<file path="config.mk">
export PLATFORM = sky130hd
export DESIGN_NAME = mem_arbiter_flat
export DESIGN_NICKNAME = d
export VERILOG_FILES = /design/src/rtl/mem_arbiter_if.sv /design/src/rtl/mem_arbiter.sv /design/src/flat_wrapper.sv
export SDC_FILE = /design/constraint.sdc
export NUM_CORES = 1
export LEC_CHECK = 0
export BUFFER_PORTS_ARGS = -buffer_cell sky130_fd_sc_hd__buf_2
export CORE_MARGIN = 2
export CORE_UTILIZATION = 56
export DETAILED_ROUTE_END_ITERATION = 7
export PLACE_DENSITY = 0.86
export SLEW_MARGIN = 20
export SYNTH_ARGS = -nofsm -noshare
export SYNTH_HDL_FRONTEND = slang
export SYNTH_SLANG_ARGS = --single-unit
</file>
<file path="constraint.sdc">
create_clock -name clk_in -period 4.8 [get_ports clk_in]
set_input_delay 0.24 -clock clk_in [delete_from_list [all_inputs] [get_ports clk_in]]
set_output_delay 0.24 -clock clk_in [all_outputs]
set_load 0.005 [all_outputs]
</file>
<file path="src/rtl/mem_arbiter_if.sv">
// Bundled IF / SLB / RAM-pin signals of the memory arbiter.
// slave is the arbiter side; master is the requester/RAM side.
interface mem_arbiter_if;
  logic        if_req;
  logic [31:0] if_addr;
  logic        if_valid;
  logic [31:0] if_inst;
  logic        slb_req;
  logic [31:0] slb_addr;
  logic        slb_wr;
  logic [7:0]  slb_dout;
  logic        slb_grant;
  logic [7:0]  slb_din;
  logic [7:0]  mem_din;
  logic [7:0]  mem_dout;
  logic [31:0] mem_a;
  logic        mem_wr;
  logic        io_buffer_full;

  modport slave (
    input  if_req, if_addr, slb_req, slb_addr, slb_wr, slb_dout, mem_din, io_buffer_full,
    output if_valid, if_inst, slb_grant, slb_din, mem_dout, mem_a, mem_wr
  );

  modport master (
    output if_req, if_addr, slb_req, slb_addr, slb_wr, slb_dout, mem_din, io_buffer_full,
    input  if_valid, if_inst, slb_grant, slb_din, mem_dout, mem_a, mem_wr
  );
endinterface

</file>
<file path="src/rtl/mem_arbiter.sv">
// Single-port byte RAM arbiter: per-byte SLB grants, 4-byte little-endian IF fetches.
// Define MEM_ARB_PREEMPT_EN to let SLB bytes interleave into an IF fetch in progress.
module mem_arbiter #(
  parameter logic [1:0] IO_ADDR_HI = 2'b11
) (
  input  logic          clk_in,
  input  logic          rst_in,
  input  logic          rdy_in,
  input  logic          control_hazard,
  mem_arbiter_if.slave  bus
);

  typedef enum logic [1:0] {IDLE, FETCH, LAST} state_t;

  state_t      state_q, state_d;
  logic [1:0]  cnt_q, cnt_d;
  logic [31:0] base_q, base_d;
  logic        cap_valid_q, cap_valid_d;
  logic [1:0]  cap_idx_q, cap_idx_d;
  logic [31:0] if_inst_q, if_inst_d;
  logic        if_valid_q, if_valid_d;
  logic [31:0] mem_a_q, mem_a_d;

  logic        io_block;
  logic        slb_window;
  logic        grant;
  logic        if_issue;
  logic [31:0] issue_addr;

  always_ff @(posedge clk_in) begin
    if (rst_in) begin
      state_q     <= IDLE;
      cnt_q       <= 2'd0;
      base_q      <= 32'd0;
      cap_valid_q <= 1'b0;
      cap_idx_q   <= 2'd0;
      if_inst_q   <= 32'd0;
      if_valid_q  <= 1'b0;
      mem_a_q     <= 32'd0;
    end else begin
      state_q     <= state_d;
      cnt_q       <= cnt_d;
      base_q      <= base_d;
      cap_valid_q <= cap_valid_d;
      cap_idx_q   <= cap_idx_d;
      if_inst_q   <= if_inst_d;
      if_valid_q  <= if_valid_d;
      mem_a_q     <= mem_a_d;
    end
  end

  always_comb begin
    state_d     = state_q;
    cnt_d       = cnt_q;
    base_d      = base_q;
    cap_valid_d = 1'b0;
    cap_idx_d   = cap_idx_q;
    if_inst_d   = if_inst_q;
    if_valid_d  = 1'b0;
    if_issue    = 1'b0;
    issue_addr  = base_q + 32'(cnt_q);

    // UART writes stall while its FIFO is full; reads to IO space are never blocked
    io_block = bus.slb_wr && (bus.slb_addr[17:16] == IO_ADDR_HI) && bus.io_buffer_full;
`ifdef MEM_ARB_PREEMPT_EN
    slb_window = (state_q == IDLE) || (state_q == FETCH);
`else
    slb_window = (state_q == IDLE);
`endif
    grant = bus.slb_req && slb_window && rdy_in && !io_block;

    // Byte returned for last cycle's IF issue; the tag keeps SLB bytes out of if_inst
    if (cap_valid_q && !control_hazard)
      if_inst_d[{cap_idx_q, 3'b000} +: 8] = bus.mem_din;

    case (state_q)
      IDLE: begin
        if (rdy_in && bus.if_req && !grant && !control_hazard) begin
          if_issue    = 1'b1;
          issue_addr  = bus.if_addr;
          base_d      = bus.if_addr;
          cnt_d       = 2'd1;
          cap_valid_d = 1'b1;
          cap_idx_d   = 2'd0;
          state_d     = FETCH;
        end
      end
      FETCH: begin
        if (control_hazard) begin
          cnt_d   = 2'd0;
          state_d = IDLE;
        end else if (rdy_in && !grant) begin
          if_issue    = 1'b1;
          cap_valid_d = 1'b1;
          cap_idx_d   = cnt_q;
          cnt_d       = cnt_q + 2'd1;
          if (cnt_q == 2'd3)
            state_d = LAST;
        end
      end
      LAST: begin
        if (control_hazard) begin
          cnt_d   = 2'd0;
          state_d = IDLE;
        end else if (rdy_in) begin
          if_valid_d = 1'b1;
          cnt_d      = 2'd0;
          state_d    = IDLE;
        end
      end
      default: begin
        cnt_d   = 2'd0;
        state_d = IDLE;
      end
    endcase

    // RAM address holds its last value when nothing is issued
    if (grant)
      mem_a_d = bus.slb_addr;
    else if (if_issue)
      mem_a_d = issue_addr;
    else
      mem_a_d = mem_a_q;
  end

  assign bus.mem_a     = mem_a_d;
  assign bus.mem_wr    = grant && bus.slb_wr;
  assign bus.mem_dout  = grant ? bus.slb_dout : 8'd0;
  assign bus.slb_grant = grant;
  assign bus.slb_din   = bus.mem_din;
  assign bus.if_valid  = if_valid_q && !control_hazard;
  assign bus.if_inst   = if_inst_q;

endmodule

</file>
<file path="src/flat_wrapper.sv">
// flat-port wrapper written by rule: the top's interface ports become plain ports
module mem_arbiter_flat 
#(
  parameter logic [1:0] IO_ADDR_HI = 2'b11
)
  (clk_in, rst_in, rdy_in, control_hazard, bus_if_req, bus_if_addr, bus_slb_req, bus_slb_addr, bus_slb_wr, bus_slb_dout, bus_mem_din, bus_io_buffer_full, bus_if_valid, bus_if_inst, bus_slb_grant, bus_slb_din, bus_mem_dout, bus_mem_a, bus_mem_wr);
  mem_arbiter_if bus_i ();
  input  logic clk_in;
  input  logic rst_in;
  input  logic rdy_in;
  input  logic control_hazard;
  input wire logic [$bits(bus_i.if_req)-1:0] bus_if_req;
  input wire logic [$bits(bus_i.if_addr)-1:0] bus_if_addr;
  input wire logic [$bits(bus_i.slb_req)-1:0] bus_slb_req;
  input wire logic [$bits(bus_i.slb_addr)-1:0] bus_slb_addr;
  input wire logic [$bits(bus_i.slb_wr)-1:0] bus_slb_wr;
  input wire logic [$bits(bus_i.slb_dout)-1:0] bus_slb_dout;
  input wire logic [$bits(bus_i.mem_din)-1:0] bus_mem_din;
  input wire logic [$bits(bus_i.io_buffer_full)-1:0] bus_io_buffer_full;
  output wire logic [$bits(bus_i.if_valid)-1:0] bus_if_valid;
  output wire logic [$bits(bus_i.if_inst)-1:0] bus_if_inst;
  output wire logic [$bits(bus_i.slb_grant)-1:0] bus_slb_grant;
  output wire logic [$bits(bus_i.slb_din)-1:0] bus_slb_din;
  output wire logic [$bits(bus_i.mem_dout)-1:0] bus_mem_dout;
  output wire logic [$bits(bus_i.mem_a)-1:0] bus_mem_a;
  output wire logic [$bits(bus_i.mem_wr)-1:0] bus_mem_wr;
  assign bus_i.if_req = bus_if_req;
  assign bus_i.if_addr = bus_if_addr;
  assign bus_i.slb_req = bus_slb_req;
  assign bus_i.slb_addr = bus_slb_addr;
  assign bus_i.slb_wr = bus_slb_wr;
  assign bus_i.slb_dout = bus_slb_dout;
  assign bus_i.mem_din = bus_mem_din;
  assign bus_i.io_buffer_full = bus_io_buffer_full;
  assign bus_if_valid = bus_i.if_valid;
  assign bus_if_inst = bus_i.if_inst;
  assign bus_slb_grant = bus_i.slb_grant;
  assign bus_slb_din = bus_i.slb_din;
  assign bus_mem_dout = bus_i.mem_dout;
  assign bus_mem_a = bus_i.mem_a;
  assign bus_mem_wr = bus_i.mem_wr;
  mem_arbiter #(.IO_ADDR_HI(IO_ADDR_HI)) u_core (.clk_in(clk_in), .rst_in(rst_in), .rdy_in(rdy_in), .control_hazard(control_hazard), .bus(bus_i));
endmodule
</file>
==> results.md <==
- Post-Synth Simple-Gate Area: between 20 and 25%
- Nets: ~920
- Mapped Nets: between 700 and 800
- Yosys cell types: 76
- Root buffer cell: clkbuf_8
- Diode count: 0
- Post-synthesis register bit count: 104
- Top cells by area, synth: dfxtp_1 37%, nand2_1 6.4%, a22oi_1 5.5%
- Die height: ~100 um
- Clock tree buffer depth: 2
- Cells after synthesis: roughly 690
- Max cap viols: 0
- Psw: 0.514 mW
- Post-Route Skew: 0.0198 ns
- Dpl cells: between 900 and 1k
- RSZ-0062 raised after global routing: no
- Routed via count: 6140
- Hold buffer count at CTS: 0
- CP top delay family: simple AND/OR/NAND/NOR gates
- First-pass GRT wire length: about 29000 um
- Internal power: 1.20 mW
- Status: complete, no violations
- Synth warn: 0
- Initial Util: between 50% and 60%
- Site Rows: 36
- Max stage delay on crit path: ~0.79 ns
- Hold Path Stages: 3
- WHS Endpoint: u_core.base_q[3]
- Drt total wl: between 15000 and 20000 um
- WP buf/inv: 2
- DR vias/cell: 6.38
- Multiplexer area fraction after synthesis: 0.880%
- Die ar.: between 10000 and 15000 um2
- Setup violators final: 0
- Post-DRT Antenna Nets: 0
- Post-route DRC: 0
- PostCTS Resize Cnt: 0
- Post-synth EDFFs: 0
- Post-Layout Cell Count: between 900 and 1k
- GRT overflow: 0
- Input/output buffers: 170
- H-tree lvl count: 3
- Net Sw Frac: around 30%
- Setup TNS: 0 ns
- Routed wire per std cell: between 15 and 20 um
- Sequential area share after synthesis: between 30% and 40%
- Mapped cell area: around 5700 um2
- Adder-cell share of the synthesized area: between 2 and 2.5%
- Initial DRC Count: around 550
- Power Dens Cells: 257 nW/um2
- Achievable Freq: between 200 and 300 MHz
- Leakage power: about 2.6 nW
- Crit end category: primary output
- Logic gate share of total power: 15.3%
- Clk slew on worst S/H paths: roughly 0.11 ns
- Slack of the worst reg-to-reg path: about 2.0 ns
- Measured slew at the worst slew-check pin: 0.997 ns
- Sequential share of power: around 53%
- Arrival time worst endpoint: 3.23 ns
- Worst-skew pair later-pin latency: around 0.39 ns
- Post-DP HPWL: about 13000 um
- Crit Path Category: reg2out
- Core area: about 9800 um2
- Slew HR: between 30% and 40%
- Top cell types by occurrence after synthesis: 104 x dfxtp_1, 97 x nand2_1, 53 x a21oi_1, 50 x nor2_1, 42 x a22oi_1
- Clock network fraction of total power: about a third
- Fin crit share: around 72%
- Peak supply drop: 210 uV
- Crit path max fanout: 24
- WP data required: about 4.6 ns
- Initial antenna violation count: 0
- Worst r2r src: u_core.state_q[0]
- CTS tree: built
- Avg Cell Area, Syn: between 8 and 9 um2
- CP max stage cell: or3_1
- Cell taking the most area after synthesis: dfxtp_1
- Hold Violations, Final: 0
- Final Wtd Congestion: between 0.9 and 1
- Worst reg2reg path depth: 6
- Crit Reg-Reg Endpoint: u_core.mem_a_q[18]
- Drt pass-1 iters: 5
- FFs w/ async S/R, synth: 0%
- Synth-to-Final Area Change: 17.4%
- Synth Area in XOR/XNOR: under 10%
- Worst hold-check path type: in2reg
- Hold Crit Start: bus_if_addr[3]
- Clock sinks: between 100 and 150
- Compound-Gate Fraction of Synth Area: between 20% and 30%
- Largest net degree at the start of global routing: 57
- CP Launch Type: flop
- Die width: about 100 um
- Post-synth top area share: 36.6%
- Gr usage total: between 30% and 40%
- CTS Buf Count: 9
- Most frequent cell after synthesis: dfxtp_1
- Largest family of logic cells by synthesized area: compound AO/OA/AOI/OAI gates
- # IOs: approximately 170
- Pins Over Slew Limit: 0
- Main synth FF type: dfxtp_1
- Postcts setup bufs: 0
- Vias in the first global route: 5834
- Crit path time final: around 3.5 ns
- Share of cells above drive strength 1: 25.9%
- CP cell instances: or3b_1 > or3_1 > clkinv_2 > a21oi_2 > a22oi_2 > o21ai_0 > buf_2
[how the worst max path moves through the flow]
stage                     cells after the start             to              start
after floorplan                               8  bus_mem_a[16]    u_core.cnt_q[0]
after global placement                        9  bus_mem_a[15]     control_hazard
after detailed placement                      7  bus_mem_a[18]  u_core.state_q[0]
after CTS                                     7  bus_mem_a[18]  u_core.state_q[0]
after global routing                          6  bus_mem_a[25]  u_core.state_q[1]
final                                         7  bus_mem_a[18]  u_core.state_q[0]
[routing by layer]
metal / GRT usage [%] / wire length (um) / part of all wire (%)
met2: 52.3 / 8510 / 48
met1: 40.4 / 6880 / 39
met5: 0 / 0 / 0
met4: 16.9 / 773 / 4.4
met3: 5.68 / 1530 / 8.7
[metrics by stage]
step / hold slack [ns] / power, mW / setup slack (ns) / util [%] / instance area (um2)
6_report: 0.102 / 1.71 / 1.33 / 68.0 / 6680
5_1_grt: 0.0962 / 1.78 / 1.07 / 68.0 / 6680
4_1_cts: 0.0987 / 1.71 / 1.38 / 68.0 / 6680
3_5_place_dp: 0.457 / 1.18 / 1.79 / 66.0 / 6480
3_3_place_gp: 0.454 / 1.17 / 1.96 / 66.0 / 6480
2_1_floorplan: 0.376 / 1.07 / 2.39 / - / 5690
[power groups by stage]
stage               registers, mW  clock network, mW  logic, mW
floorplan                   0.917                  0      0.153
global placement            0.921                  0      0.250
detailed placement          0.922                  0      0.257
CTS                         0.903              0.550      0.259
global route                0.907              0.591      0.285
finish                      0.903              0.548      0.262
[final cells by class]
cell class              instances  area (um2)
multi-input cells             518        3270
fillers                       850        3140
flip-flops and latches        104        2080
repair buffers                178         911
well taps                     133         166
clock buffers                   9         124
clock inverters                 7        76.3
inverters                      14        53.8
[flip-flops by register name, summed over array words and instances (netlist names)]
| name | count |
|---|---|
| u_core.base_q | 32 |
| u_core.cap_idx_q | 2 |
| u_core.if_valid_q | 1 |
| u_core.cnt_q | 2 |
| u_core.cap_valid_q | 1 |
| u_core.state_q | 2 |
| u_core.mem_a_q | 32 |
| u_core.bus.if_inst | 32 |
[cells by family (layout without fill, tap and decap cells)]
family / after synthesis / after routing
XOR/XNOR: 13 / 13
AND/OR/NAND/NOR: 267 / 267
AO/OA/AOI/OAI: 224 / 224
buffers and inverters: 71 / 208
adder cells (fa/ha/maj): 9 / 9
multiplexers: 5 / 5
flip-flops: 104 / 104
[placed cells by master, fill, tap and decap left out, types with 11 or more instances in the layout]
cell type / count
a21oi_1: 53
a211oi_1: 15
and2_1: 19
xnor2_1: 11
dfxtp_1: 104
buf_2: 170
a22oi_1: 42
nand2_1: 97
nor2_1: 50
nor3_1: 17
o211ai_1: 11
nand3_1: 11
inv_1: 12
o21ai_0: 20
o22ai_1: 17
nand4_1: 14
[worst register-to-register path: stages, from the launching register on]
cell	delay (ns)
dfxtp_1	0.61
or3b_1	0.25
or3_1	0.79
clkinv_2	0.17
a21oi_2	0.55
a22oi_2	0.19
o22ai_1	0.22
Power figures use the tool's default switching activity.
